File: src/rtl/uart_alu_pkg.sv
// Shared constants for the UART ALU frontend: opcode characters, ALU select
// codes, FSM state encoding and status byte layout.
package uart_alu_pkg;

    localparam logic [7:0] ASCII_ADD = 8'd43;   // '+'
    localparam logic [7:0] ASCII_SUB = 8'd45;   // '-'
    localparam logic [7:0] ASCII_AND = 8'd38;   // '&'
    localparam logic [7:0] ASCII_OR  = 8'd124;  // '|'
    localparam logic [7:0] ASCII_XOR = 8'd94;   // '^'

    localparam int ALU_SEL_W = 6;
    localparam logic [ALU_SEL_W-1:0] ALU_ADD = 6'b100000;
    localparam logic [ALU_SEL_W-1:0] ALU_SUB = 6'b100010;
    localparam logic [ALU_SEL_W-1:0] ALU_AND = 6'b100100;
    localparam logic [ALU_SEL_W-1:0] ALU_OR  = 6'b100101;
    localparam logic [ALU_SEL_W-1:0] ALU_XOR = 6'b100110;
    localparam logic [ALU_SEL_W-1:0] ALU_NOP = 6'b000000;

    localparam logic [2:0] ST_RX_A    = 3'd0;
    localparam logic [2:0] ST_RX_OP   = 3'd1;
    localparam logic [2:0] ST_RX_B    = 3'd2;
    localparam logic [2:0] ST_EXEC    = 3'd3;
    localparam logic [2:0] ST_TX_LOAD = 3'd4;
    localparam logic [2:0] ST_TX_WAIT = 3'd5;

    typedef enum logic [2:0] {
        RX_A    = ST_RX_A,
        RX_OP   = ST_RX_OP,
        RX_B    = ST_RX_B,
        EXEC    = ST_EXEC,
        TX_LOAD = ST_TX_LOAD,
        TX_WAIT = ST_TX_WAIT
    } state_t;

    localparam int STAT_INVALID = 0;
    localparam int STAT_CARRY   = 1;

    typedef struct packed {
        logic                 valid;
        logic [ALU_SEL_W-1:0] sel;
    } op_decode_t;

    // Unknown characters map to a select code the ALU treats as "result 0".
    function automatic op_decode_t decode_opcode(input logic [7:0] code);
        op_decode_t d;
        d.valid = 1'b1;
        case (code)
            ASCII_ADD: d.sel = ALU_ADD;
            ASCII_SUB: d.sel = ALU_SUB;
            ASCII_AND: d.sel = ALU_AND;
            ASCII_OR:  d.sel = ALU_OR;
            ASCII_XOR: d.sel = ALU_XOR;
            default: begin
                d.valid = 1'b0;
                d.sel   = ALU_NOP;
            end
        endcase
        return d;
    endfunction

endpackage

File: src/rtl/uart_alu_frontend_alu_core.sv
// Combinational ALU: NB_OP-bit wrap-around arithmetic and bitwise logic with
// carry/borrow taken from bit NB_OP of a widened compute.
module alu_core
    import uart_alu_pkg::*;
#(
    parameter int NB_OP  = 16,
    parameter int NB_OPE = 6
) (
    input  logic [NB_OP-1:0]  a,
    input  logic [NB_OP-1:0]  b,
    input  logic [NB_OPE-1:0] sel,
    output logic [NB_OP-1:0]  result,
    output logic              carry
);

    logic [NB_OP:0] wide;

    always_comb begin
        wide = '0;
        case (sel)
            NB_OPE'(ALU_ADD): wide = {1'b0, a} + {1'b0, b};
            NB_OPE'(ALU_SUB): wide = {1'b0, a} - {1'b0, b};
            NB_OPE'(ALU_AND): wide = {1'b0, a & b};
            NB_OPE'(ALU_OR):  wide = {1'b0, a | b};
            NB_OPE'(ALU_XOR): wide = {1'b0, a ^ b};
            default:          wide = '0;
        endcase
        result = wide[NB_OP-1:0];
        carry  = wide[NB_OP];
    end

endmodule

File: src/rtl/uart_alu_frontend.sv
// UART-to-ALU frame controller: A, opcode, B in; result bytes and status out.
// Optional inter-byte timeout abort is enabled by defining UART_ALU_TIMEOUT_EN.
module uart_alu_frontend
    import uart_alu_pkg::*;
#(
    parameter int NB_BITS        = 8,
    parameter int N_BYTES        = 2,
    parameter int NB_OPE         = 6,
    parameter int TIMEOUT_CYCLES = 100000
) (
    input  logic               i_clk,
    input  logic               i_rst,
    input  logic [NB_BITS-1:0] i_rx_data,
    input  logic               i_rx_done,
    input  logic               i_tx_done,
    output logic [NB_BITS-1:0] o_tx_data,
    output logic               o_tx_start,
    output logic               o_busy,
    output logic               o_err
);

    localparam int NB_OP = NB_BITS * N_BYTES;
    localparam int CNT_W = $clog2(N_BYTES + 1);
    localparam logic [CNT_W-1:0] LAST_RX = CNT_W'(N_BYTES - 1);
    localparam logic [CNT_W-1:0] LAST_TX = CNT_W'(N_BYTES);

    if (TIMEOUT_CYCLES < 2) begin : g_bad_timeout
        $error("uart_alu_frontend: TIMEOUT_CYCLES must be at least 2");
    end

    state_t             state;
    logic [CNT_W-1:0]   byte_cnt;
    logic [NB_OP-1:0]   a_q;
    logic [NB_OP-1:0]   b_q;
    logic [NB_BITS-1:0] opcode_q;
    logic [NB_OP-1:0]   result_q;
    logic [NB_BITS-1:0] status_q;
    logic               rx_prev;
    logic               tx_prev;

    logic               rx_edge;
    logic               tx_edge;
    op_decode_t         dec;
    logic [NB_OP-1:0]   alu_result;
    logic               alu_carry;
    logic [NB_OP-1:0]   exec_result;
    logic [NB_BITS-1:0] exec_status;
    logic [CNT_W-1:0]   tx_next_idx;
    logic [NB_BITS-1:0] tx_next;

    assign rx_edge = i_rx_done & ~rx_prev;
    assign tx_edge = i_tx_done & ~tx_prev;
    assign dec     = decode_opcode(opcode_q[7:0]);

    alu_core #(
        .NB_OP  (NB_OP),
        .NB_OPE (NB_OPE)
    ) u_alu (
        .a      (a_q),
        .b      (b_q),
        .sel    (NB_OPE'(dec.sel)),
        .result (alu_result),
        .carry  (alu_carry)
    );

    // Byte idx of a result word, MSB-first.
    function automatic logic [NB_BITS-1:0] pick_byte(input logic [NB_OP-1:0] word,
                                                     input int idx);
        logic [NB_OP-1:0] shifted;
        shifted = word >> ((N_BYTES - 1 - idx) * NB_BITS);
        return shifted[NB_BITS-1:0];
    endfunction

    always_comb begin
        exec_result               = dec.valid ? alu_result : '0;
        exec_status               = '0;
        exec_status[STAT_INVALID] = ~dec.valid;
        exec_status[STAT_CARRY]   = dec.valid & alu_carry;
    end

    // Byte to send after the one currently in flight; the last slot is status.
    always_comb begin
        tx_next_idx = byte_cnt + CNT_W'(1);
        if (tx_next_idx == LAST_TX) begin
            tx_next = status_q;
        end else begin
            tx_next = pick_byte(result_q, int'(tx_next_idx));
        end
    end

`ifdef UART_ALU_TIMEOUT_EN
    localparam int TO_W = $clog2(TIMEOUT_CYCLES);
    localparam logic [TO_W-1:0] TO_LAST = TO_W'(TIMEOUT_CYCLES - 1);

    logic [TO_W-1:0] idle_cnt;
    logic            partial;
    logic            accepting;

    assign partial   = ((state == RX_A) && (byte_cnt != '0)) ||
                       (state == RX_OP) || (state == RX_B);
    assign accepting = rx_edge && (state inside {RX_A, RX_OP, RX_B});
`endif

    // NOTE: reset is synchronous, so it lives inside the clocked branch; all
    // state updates use non-blocking assignments so every register samples
    // pre-edge values regardless of statement order.
    always_ff @(posedge i_clk) begin
        if (i_rst) begin
            state      <= RX_A;
            byte_cnt   <= '0;
            a_q        <= '0;
            b_q        <= '0;
            opcode_q   <= '0;
            result_q   <= '0;
            status_q   <= '0;
            rx_prev    <= 1'b0;
            tx_prev    <= 1'b0;
            o_tx_data  <= '0;
            o_tx_start <= 1'b0;
            o_busy     <= 1'b0;
            o_err      <= 1'b0;
`ifdef UART_ALU_TIMEOUT_EN
            idle_cnt   <= '0;
`endif
        end else begin
            rx_prev    <= i_rx_done;
            tx_prev    <= i_tx_done;
            o_tx_start <= 1'b0;
            o_err      <= 1'b0;

            case (state)
                RX_A: begin
                    if (rx_edge) begin
                        a_q    <= (a_q << NB_BITS) | NB_OP'(i_rx_data);
                        o_busy <= 1'b1;
                        if (byte_cnt == LAST_RX) begin
                            byte_cnt <= '0;
                            state    <= RX_OP;
                        end else begin
                            byte_cnt <= byte_cnt + CNT_W'(1);
                        end
                    end
                end
                RX_OP: begin
                    if (rx_edge) begin
                        opcode_q <= i_rx_data;
                        state    <= RX_B;
                    end
                end
                RX_B: begin
                    if (rx_edge) begin
                        b_q <= (b_q << NB_BITS) | NB_OP'(i_rx_data);
                        if (byte_cnt == LAST_RX) begin
                            byte_cnt <= '0;
                            state    <= EXEC;
                        end else begin
                            byte_cnt <= byte_cnt + CNT_W'(1);
                        end
                    end
                end
                EXEC: begin
                    // First result byte goes straight from the ALU so the
                    // start pulse lands in the TX_LOAD cycle.
                    result_q   <= exec_result;
                    status_q   <= exec_status;
                    o_tx_data  <= pick_byte(exec_result, 0);
                    o_tx_start <= 1'b1;
                    byte_cnt   <= '0;
                    state      <= TX_LOAD;
                end
                TX_LOAD: begin
                    state <= TX_WAIT;
                end
                TX_WAIT: begin
                    if (tx_edge) begin
                        if (byte_cnt == LAST_TX) begin
                            byte_cnt <= '0;
                            o_busy   <= 1'b0;
                            state    <= RX_A;
                        end else begin
                            byte_cnt   <= tx_next_idx;
                            o_tx_data  <= tx_next;
                            o_tx_start <= 1'b1;
                            state      <= TX_LOAD;
                        end
                    end
                end
                default: state <= RX_A;
            endcase

`ifdef UART_ALU_TIMEOUT_EN
            if (accepting || !partial) begin
                idle_cnt <= '0;
            end else if (idle_cnt == TO_LAST) begin
                idle_cnt <= '0;
                byte_cnt <= '0;
                a_q      <= '0;
                b_q      <= '0;
                o_busy   <= 1'b0;
                o_err    <= 1'b1;
                state    <= RX_A;
            end else begin
                idle_cnt <= idle_cnt + TO_W'(1);
            end
`endif
        end
    end

endmodule

File: config.mk
export PLATFORM = sky130hd
export DESIGN_NAME = uart_alu_frontend
export DESIGN_NICKNAME = d
export VERILOG_FILES = /design/src/rtl/uart_alu_pkg.sv /design/src/rtl/uart_alu_frontend_alu_core.sv /design/src/rtl/uart_alu_frontend.sv
export SDC_FILE = /design/constraint.sdc
export NUM_CORES = 1
export LEC_CHECK = 0
export CELL_PAD_IN_SITES_DETAIL_PLACEMENT = 0
export CELL_PAD_IN_SITES_GLOBAL_PLACEMENT = 1
export CORE_MARGIN = 3
export CORE_UTILIZATION = 47
export CTS_CLUSTER_SIZE = 20
export DETAILED_ROUTE_END_ITERATION = 8
export PLACE_DENSITY_LB_ADDON = 0.25
export SETUP_SLACK_MARGIN = 0.3
export SLEW_MARGIN = 40
export SYNTH_ARGS = -nofsm -noshare
export SYNTH_HDL_FRONTEND = slang
export SYNTH_HIERARCHICAL = 1
export SYNTH_SLANG_ARGS = --single-unit
File: constraint.sdc
create_clock -name i_clk -period 4.81 [get_ports i_clk]
set_input_delay 0.962 -clock i_clk [delete_from_list [all_inputs] [get_ports i_clk]]
set_output_delay 0.962 -clock i_clk [all_outputs]
set_load 0.005 [all_outputs]
==> results of run 1 <==
[where the power goes]
part           switching [mW]  total (mW)  internal (mW)
Sequential             0.0236       0.657          0.633
Combinational           0.176       0.305          0.129
Clock                   0.279       0.842          0.564
[logic make-up (layout without fill, tap and decap cells)]
kind of cell,Yosys count,after routing,share of synthesized area [%]
AND/OR/NAND/NOR,195,195,19.7
adder cells (fa/ha/maj),55,55,13.0
buffers and inverters,82,86,7.46
XOR/XNOR,27,27,4.43
other,1,5,0.0703
multiplexers,20,20,3.75
AO/OA/AOI/OAI,173,173,23.4
flip-flops,75,75,28.1
[sequential cells by signal, indices dropped and copies added (netlist names)]
signal and flops:
tx_prev 1, o_tx_start 1, a_q 16, rx_prev 1, status_q 2, o_busy 1, result_q 16, byte_cnt 2
opcode_q 8, o_tx_data 8, b_q 16, state 3
[how the worst min path moves through the flow]
stage | cells after the start | endpoint | slack, ns | from
after CTS | 1 | result_q[5] | 0.48 | result_q[5]
after detailed placement | 1 | result_q[12] | 0.47 | result_q[12]
after global placement | 1 | result_q[12] | 0.46 | result_q[12]
after global routing | 1 | result_q[5] | 0.49 | result_q[5]
final | 1 | result_q[5] | 0.48 | result_q[5]
after floorplan | 1 | result_q[7] | 0.45 | result_q[7]
[layout by cell type, fill, tap and decap left out, types with 4 or more instances in the layout]
cell type	count
nand2_1	79
dfxtp_1	73
ha_1	54
inv_1	43
a21oi_1	42
nor2_1	26
xnor2_1	22
mux2i_1	20
clkdlybuf4s50_1	20
a22o_1	19
o21ai_0	18
a21oi_2	13
nor3b_1	10
nor3_1	10
nand2_2	10
a22oi_1	10
o31ai_1	9
clkbuf_16	9
o221ai_1	9
o22ai_1	7
nor2b_1	7
o2111ai_1	6
nand2b_1	6
buf_4	6
and2_1	5
a221oi_1	5
conb_1	5
xor2_1	5
and3_1	4
bufinv_16	4
a21o_1	4
nand3_1	4
[cell type report]
cell class | count | area (um^2) | area share (%)
flip-flops and latches | 75 | 1500 | 25.1
repair buffers | 27 | 250 | 4.17
inverters | 43 | 161 | 2.69
clock inverters | 7 | 146 | 2.44
clock buffers | 9 | 225 | 3.76
well taps | 140 | 175 | 2.92
multi-input cells | 475 | 3530 | 58.9
[metal layers]
metal / share of wire (%) / global-route usage, % / wire length [um]
met2: 45 / 35.0 / 6510
met3: 3.9 / 4.96 / 553
met1: 49 / 32.6 / 6990
met5: 0 / 0 / 0
met4: 2.0 / 6.89 / 291
[through the flow]
stage	utilization, %	instance area [um^2]	setup slack [ns]
final	54.6	6000	0.536
after detailed placement	50.3	5530	-0.00121
after floorplan	-	5350	0.905
after CTS	53.8	5910	0.302
after global routing	54.6	6000	0.285
after global placement	50.2	5520	-0.0267
[timing repair]
item,4_1_cts,5_1_grt
gates resized for setup,4,12
buffers inserted,0,3
endpoints found under the setup margin,9,18
pin swaps,0,4
gates cloned,0,0
endpoints found under the hold margin,0,0
==> metrics.txt, run 1 <==
unique cell type count in the Yosys netlist=72; Mapped Cells=628; nets@finish=698; Max Clk Rate=0.234 GHz; DRT Pass-1 Iters=7; Routed wire per std cell=18.5 um; Max FO, Critical Path=15; Seq cells post-synth=75; drt total wl=14.3 mm; worst slew pin tran=0.756 ns; Die Width=113 um; clock-pin slew on the worst setup and hold paths=0.06 ns; grt total ovfl=0; Final period util=88.9%; Synth Flop Type=dfxtp_1; CP endpoint kind=flip-flop; Setup crit start kind=flip-flop; worst vdd ir=0.243 mV; final hold vios=0; share of flip-flops with an asynchronous set or reset=0%; max-cap viol count=0; dominant cells by area after synthesis=dfxtp_1, ha_1, nand2_1; clk sinks=75; Period minus WS final=4.27 ns; Root Driver=clkbuf_16; cell family with most CP delay=simple AND/OR/NAND/NOR gates; syn_area_per_cell=8.50 um^2; CP Buf/Inv Count=1; Clock Skew=0.00688 ns; Placer Congestion=0.958; height of the die=approximately 110 um; Buffers on Ports=21; count leader, synth=nand2_1; worst skew pair latency=0.34 ns; CP Cell Sequence=or4b_4, a21oi_4, nor3_4, inv_1, nor4b_4, and2_4, nand2_4, nand2_1, xnor2_1, ha_1, nand4_2, a211oi_2, a21oi_1, a21o_1, and3b_1, o31ai_2, o2111ai_1, o22ai_1; ratio of cells with drive above 1 in the final layout=~12%; share of the synthesized area in the top cell type=28.1%; RSZ-0062 raised after global routing=false; CTS tree=yes; YS warnings=6; FF-to-FF End=o_tx_data[5]; largest net degree at the start of global routing=53; Sum Neg Setup Slack=0 ns; CTS Buf Count=9; status=finished, final reports clean; I/O pins=23; initial antenna violation count=0; slew margin rel.=about half; worst setup path start=opcode_q[3]; class of the worst hold path=flip-flop to flip-flop; worst stage delay on the critical path=0.56 ns; CP required=5.08 ns; non-filler instance count after layout=776; Routed Antenna Nets=0; slowest CP cell=or4b_4; max-slew violations=0; hold_ws=between 0.4 and 0.5 ns; mapped cell area=~0.0053 mm^2; vias in the first global route=4335; crit path DAT=~4.5 ns; Ant. Diodes=0; fill cell count=1014; Reg2Reg Depth=18; num rows=38; worst setup path end=o_tx_data[5]; number of flops mapped to enable cells by yosys=0; Core Area=0.0110 mm^2; Total Routing Usage GR=23.0%; global-route wire length before repair=23.3 mm; endpoints failing setup=0; worst reg2reg startpoint=opcode_q[3]; Area Overhead vs Synth=12.4%; Synth area leader=dfxtp_1; DRC violations left=0; Avg Vias per Cell=5.90; r2r setup slk=0.54 ns; most common library cells after synthesis=nand2_1, dfxtp_1, ha_1, a21oi_1, inv_1; Pwr Total=1.80 mW; violation count after the first detailed-routing iteration=340; post-synthesis sequential area ratio=28.1%; die area=0.0127 mm^2; pwr/cell area=301 mW/mm^2; Via Count=4578; Starting Density=roughly half; Clock Path Buffers=2; CTS H-tree depth=3; Setup Crit Path Kind=flip-flop to flip-flop; # hold bufs at CTS=0; Leak=~2.3 nW; WP depth=18; DP Wirelength=10.6 mm; Cells after DPL=757
No activity file was read; power rests on OpenSTA's default activity.
==> run 2, diff against run 1 <==
--- a/config.mk
+++ b/config.mk
@@ -8,11 +8,13 @@
 export CELL_PAD_IN_SITES_DETAIL_PLACEMENT = 0
 export CELL_PAD_IN_SITES_GLOBAL_PLACEMENT = 1
 export CORE_MARGIN = 3
-export CORE_UTILIZATION = 47
+export CORE_UTILIZATION = 49
 export CTS_CLUSTER_SIZE = 20
 export DETAILED_ROUTE_END_ITERATION = 8
+export DONT_BUFFER_PORTS = 1
 export PLACE_DENSITY_LB_ADDON = 0.25
 export SETUP_SLACK_MARGIN = 0.3
+export SKIP_LAST_GASP = 1
 export SLEW_MARGIN = 40
 export SYNTH_ARGS = -nofsm -noshare
 export SYNTH_HDL_FRONTEND = slang
==> metrics.txt, run 2 (same netlist as run 1, synthesis figures left out) <==
clk sinks=75 (unchanged); Max Clk Rate=0.239 GHz (+1.9%); Clock Path Buffers=2 (unchanged); final hold vios=0 (unchanged); Routed wire per std cell=18.3 um (-0.87%); Setup Buffers After CTS=0 (unchanged); Setup Crit Path Kind=flip-flop to flip-flop; worst stage delay on the critical path=0.55 ns (about the same); slowest CP cell=or4bb_1; crit path DAT=4.50 ns (-0.04 ns); CP required=5.11 ns (+0.03 ns); I/O pins=23 (unchanged); Cells after DPL=731 (-3.4%); height of the die=110 um (-2.0%); max-cap viol count=0 (unchanged); Total Routing Usage GR=24.0% (+1.0 points); worst hold stages=1 (unchanged); Max FO, Critical Path=15 (unchanged); endpoints failing setup=0 (unchanged); commonest non-fill, non-tap cell in the layout=nand2_1; Via Count=4466 (-2.4%); hold endpoint=result_q[13]; Reg2Reg Depth=17 (-1); Avg Vias per Cell=5.99 (+1.5%); Placer Congestion=0.939 (-2.0%); slew margin rel.=49.9% (+0.32 points); worst vdd ir=0.215 mV (-11%); most frequent cells in the layout=nand2_1, dfxtp_1, ha_1, inv_1, a21oi_1; RSZ-0062 raised after global routing=false; DP Wirelength=10.2 mm (-3.5%); Top Registers=a_q: 16 flops, b_q: 16 flops, result_q: 16 flops; CTS H-tree depth=3 (unchanged); CP Cell Sequence=or4bb_1, a21oi_4, nor3_4, inv_1, nor4b_4, and2_4, nand2_4, a21oi_1, fa_1, a21oi_1, nand4b_1, a21oi_2, o311ai_2, and3_1, o31ai_2, o2111ai_1, o22ai_1; hold_sp=result_q[13]; pwr/cell area=262 mW/mm^2 (-13%); Pwr Total=1.46 mW (-19%); non-filler instance count after layout=746 (-3.9%); Design Area, Final=0.00557 mm^2 (-7.1%); worst reg2reg startpoint=opcode_q[2]; placed inst area=0.00531 mm^2 (-3.9%); max-slew violations=0 (unchanged); fin util=53.3% (-1.3 points); # hold bufs at CTS=0 (unchanged); drt total wl=13.7 mm (-4.7%); CTS tree=yes; num rows=37 (-2.6%); clock-pin slew on the worst setup and hold paths=0.08 ns (+0.02 ns); worst slew pin tran=0.751 ns (-0.00486 ns); nets@finish=673 (-3.6%); vias in the first global route=4280 (-1.3%); r2r setup slk=0.62 ns (+0.08 ns); class of the worst hold path=flip-flop to flip-flop; Sum Neg Setup Slack=0 ns (unchanged); global-route wire length before repair=22.4 mm (-3.8%); Clock Skew=0.0134 ns (+0.00652 ns); CTS Buf Count=9 (unchanged); status=finished, final reports clean; Core Area=0.0105 mm^2 (-4.7%); Ant. Diodes=0 (unchanged); initial antenna violation count=0 (unchanged); DRT Pass-1 Iters=5 (-2); ratio of cells with drive above 1 in the final layout=10.8% (-1.3 points); Final period util=87.2% (-1.7 points); CP dominant cell by count=a21oi_1; die area=0.0122 mm^2 (-3.9%); fill cell count=1032 (+1.8%); CP endpoint kind=flip-flop; Placement Setup Slack=0.124 ns (+0.125 ns); Buffers on Ports=0 (-100%); worst skew pair latency=0.37 ns (+0.03 ns); Leak=2.10 nW (-7.8%); CP Buf/Inv Count=1 (unchanged); FF-to-FF End=o_tx_data[4]; cell family with most CP delay=simple AND/OR/NAND/NOR gates; Routed Antenna Nets=0 (unchanged); Setup crit start kind=flip-flop; Die Width=110 um (-2.0%); Period minus WS final=4.19 ns (-0.0817 ns); post-route setup slack=0.617 ns (+0.0817 ns); largest net degree at the start of global routing=53 (unchanged); DRC violations left=0 (unchanged); hold_ws=0.485 ns (+0.00815 ns); violation count after the first detailed-routing iteration=240 (-29%); Starting Density=51.0% (+2.4 points); Area Overhead vs Synth=4.43%; Root Driver=clkbuf_8; grt total ovfl=0 (unchanged)
## run 2: area by class of cell
class                           instances  area [um^2]  share of cell area [%]
Clock inverter                          5         78.8                    1.41
Clock buffer                           10          128                    2.29
Multi-Input combinational cell        475         3520                    63.1
Sequential cell                        75         1500                    27.0
Tap cell                              136          170                    3.05
Timing Repair Buffer                    2         15.0                   0.269
Inverter                               43          161                    2.90
## run 2: worst reg2reg max path, cell delays in order (launching register included)
cell and delay, ns:
dfxtp_1 0.39, or4bb_1 0.55, a21oi_4 0.19, nor3_4 0.10, inv_1 0.09, nor4b_4 0.24
and2_4 0.24, nand2_4 0.12, a21oi_1 0.31, fa_1 0.27, a21oi_1 0.11, nand4b_1 0.24
a21oi_2 0.32, o311ai_2 0.15, and3_1 0.22, o31ai_2 0.30, o2111ai_1 0.16, o22ai_1 0.14
## run 2: worst max-delay path by stage
| stage | end | startpoint | cells after the start | slack [ns] |
|---|---|---|---|---|
| detailed placement | o_tx_data[5] | opcode_q[5] | 18 | 0.12 |
| global route | o_tx_data[4] | opcode_q[2] | 18 | 0.31 |
| global placement | o_tx_data[5] | opcode_q[7] | 18 | 0.03 |
| CTS | o_tx_data[5] | opcode_q[5] | 18 | 0.32 |
| finish | o_tx_data[4] | opcode_q[2] | 17 | 0.62 |
| floorplan | o_tx_data[5] | opcode_q[7] | 21 | 0.90 |
## run 2: power breakdown
part	internal [mW]	total [mW]	leakage [nW]	switching (mW)
registers	0.632	0.656	0.607	0.0236
logic	0.118	0.282	1.39	0.163
clock network	0.288	0.525	0.106	0.237
## run 2: layer usage
layer	vias up	GRT usage [%]	wire length (um)
li1	2202	-	-
met4	0	9.06	297
met3	17	4.78	605
met5	-	0	0
met2	95	37.2	6190
met1	2152	32.9	6580
## run 2: timing repair
action	4_1_cts	5_1_grt
gates resized for setup	2	9
setup endpoints to repair	3	17
pin swaps	0	0
==> run 3, diff against run 2 <==
--- a/config.mk
+++ b/config.mk
@@ -13,6 +13,7 @@
 export DETAILED_ROUTE_END_ITERATION = 8
 export DONT_BUFFER_PORTS = 1
 export PLACE_DENSITY_LB_ADDON = 0.25
+export REMOVE_ABC_BUFFERS = 1
 export SETUP_SLACK_MARGIN = 0.3
 export SKIP_LAST_GASP = 1
 export SLEW_MARGIN = 40
@@ -20,3 +21,4 @@
 export SYNTH_HDL_FRONTEND = slang
 export SYNTH_HIERARCHICAL = 1
 export SYNTH_SLANG_ARGS = --single-unit
+export TNS_END_PERCENT = 30
==> metrics.txt, run 3 (same netlist as run 1, synthesis figures left out) <==
status=finished, final reports clean; worst slew pin tran=0.785 ns (+0.0337 ns); Reg power frac=46.0% (+1.2 points); Avg Vias per Cell=5.95 (-0.63%); max-slew violations=0 (unchanged); Die Width=110 um (unchanged); die area=0.0122 mm^2 (unchanged); Final period util=88.1% (+0.90 points); CTS Buf Count=9 (unchanged); NetSw=425 uW (+0.27%); max-cap viol count=0 (unchanged); I/O pins=23 (unchanged); Switching Fraction=29.8% (+0.85 points); Max FO, Critical Path=15 (unchanged); worst setup path start=opcode_q[2]; Placer Congestion=0.892 (-5.0%); violation count after the first detailed-routing iteration=342 (+43%); CTS tree=yes; Root Driver=clkbuf_8; pwr/cell area=256 mW/mm^2 (-2.5%); DRC violations left=0 (unchanged); num rows=37 (unchanged); Placement Setup Slack=0.113 ns (-0.0100 ns); Sum Neg Setup Slack=0 ns (unchanged); Starting Density=51.0% (unchanged); worst reg2reg startpoint=opcode_q[2]; clk sinks=75 (unchanged); slew margin rel.=47.7% (-2.2 points); CTS H-tree depth=3 (unchanged); Top Registers=a_q: 16 flops, b_q: 16 flops, result_q: 16 flops; nets@finish=673 (unchanged); Total Routing Usage GR=24.2% (+0.23 points); r2r setup slk=0.57 ns (-0.04 ns); CP required=5.11 ns (about the same); hold_ws=0.474 ns (-0.0110 ns); Pwr Total=1.42 mW (-2.6%); fill cell count=1025 (-0.68%); Leak=2.09 nW (-0.45%); Setup Crit Path Kind=flip-flop to flip-flop; most frequent cells in the layout=nand2_1, dfxtp_1, ha_1, inv_1, a21oi_1; CP endpoint kind=flip-flop; Setup crit start kind=flip-flop; crit path DAT=4.53 ns (+0.03 ns); Combinational Power Share=19.8% (+0.6 points); endpoints failing setup=0 (unchanged); vias in the first global route=4284 (+0.093%); clock-pin slew on the worst setup and hold paths=0.08 ns (about the same); post-route setup slack=0.574 ns (-0.0434 ns); DP Wirelength=10.3 mm (+0.55%); class of the worst hold path=flip-flop to flip-flop; Buffers on Ports=0 (unchanged); final hold vios=0 (unchanged); Period minus WS final=4.24 ns (+0.0434 ns); height of the die=110 um (unchanged); worst skew pair latency=0.37 ns (about the same); drt total wl=14.0 mm (+2.4%); worst setup path end=o_tx_data[2]; grt total ovfl=0 (unchanged); global-route wire length before repair=22.6 mm (+0.62%); Ant. Diodes=0 (unchanged); largest net degree at the start of global routing=53 (unchanged); Clock Skew=0.0105 ns (-0.00286 ns); DRT Pass-1 Iters=5 (unchanged); commonest non-fill, non-tap cell in the layout=nand2_1; Routed wire per std cell=18.8 um (+2.6%); Routed Antenna Nets=0 (unchanged); Clock Path Buffers=2 (unchanged); Reg2Reg Depth=18 (+1); fin util=53.2% (-0.060 points); Max Clk Rate=0.236 GHz (-1.0%); initial antenna violation count=0 (unchanged); Core Area=0.0105 mm^2 (unchanged); clock power share=34.2% (-1.7 points); FF-to-FF End=o_tx_data[2]; worst vdd ir=0.275 mV (+28%); RSZ-0062 raised after global routing=true; Via Count=4432 (-0.76%); ratio of cells with drive above 1 in the final layout=10.8% (+0.018 points); Area Overhead vs Synth=4.31%; Pint=1000 uW (-3.8%)
-- run 3: metal layers --
metal	share of wire, %	GRT usage, %	vias up
met5	0	0	-
met4	1.1	7.04	0
met3	5.3	5.42	15
met2	46	39.3	107
met1	47	32.3	2114
li1	-	-	2196
-- run 3: worst min path at each step --
stage / startpoint / to / slack [ns] / cells past startpoint
5_1_grt: b_q[13] / b_q[13] / 0.49 / 2
4_1_cts: b_q[14] / b_q[14] / 0.48 / 2
3_3_place_gp: b_q[14] / b_q[14] / 0.46 / 2
6_report: b_q[14] / b_q[14] / 0.47 / 2
3_5_place_dp: b_q[14] / b_q[14] / 0.47 / 2
2_1_floorplan: b_q[13] / b_q[13] / 0.45 / 2
-- run 3: metrics by stage --
stage	cell area (um^2)	instances
final	5570	745
after global routing	5570	745
after CTS	5510	745
after detailed placement	5310	731
after global placement	5300	731
after floorplan	5110	593
-- run 3: what timing repair did --
action,4_1_cts,5_1_grt
hold buffers,0,0
setup endpoints to repair,10,17
buffers inserted,0,0
resized for setup,3,9
pin swaps,0,0
-- run 3: critical path, cell delays in order, from the launching register on --
cell and delay (ns):
dfxtp_1 0.40, or4bb_1 0.56, a21oi_4 0.20, nor3_4 0.11, inv_1 0.09, nor4b_4 0.24
and2_4 0.25, nand2_4 0.12, nor2_1 0.13, a21oi_1 0.08, fa_1 0.44, a21oi_1 0.23
nand4b_1 0.19, a21oi_2 0.12, nor3_1 0.24, xor2_1 0.12, o221ai_1 0.31, o2111ai_1 0.17
o22ai_1 0.17
-- run 3: cell type report --
class                           instances  area, um^2  share of cell area, %
Sequential cell                        75        1500                   27.0
Clock inverter                          4        52.6                  0.944
Clock buffer                           10         138                   2.47
Inverter                               43         161                   2.90
Multi-Input combinational cell        475        3530                   63.4
Tap cell                              136         170                   3.06
Timing Repair Buffer                    2        15.0                  0.270
-- run 3: power by group through the flow --
stage          Clock [mW]  Sequential [mW]  Combinational (mW)
2_1_floorplan           0            0.662               0.218
3_3_place_gp            0            0.669               0.270
3_5_place_dp            0            0.670               0.270
4_1_cts             0.503            0.655               0.273
5_1_grt             0.523            0.658               0.310
6_report            0.488            0.655               0.282
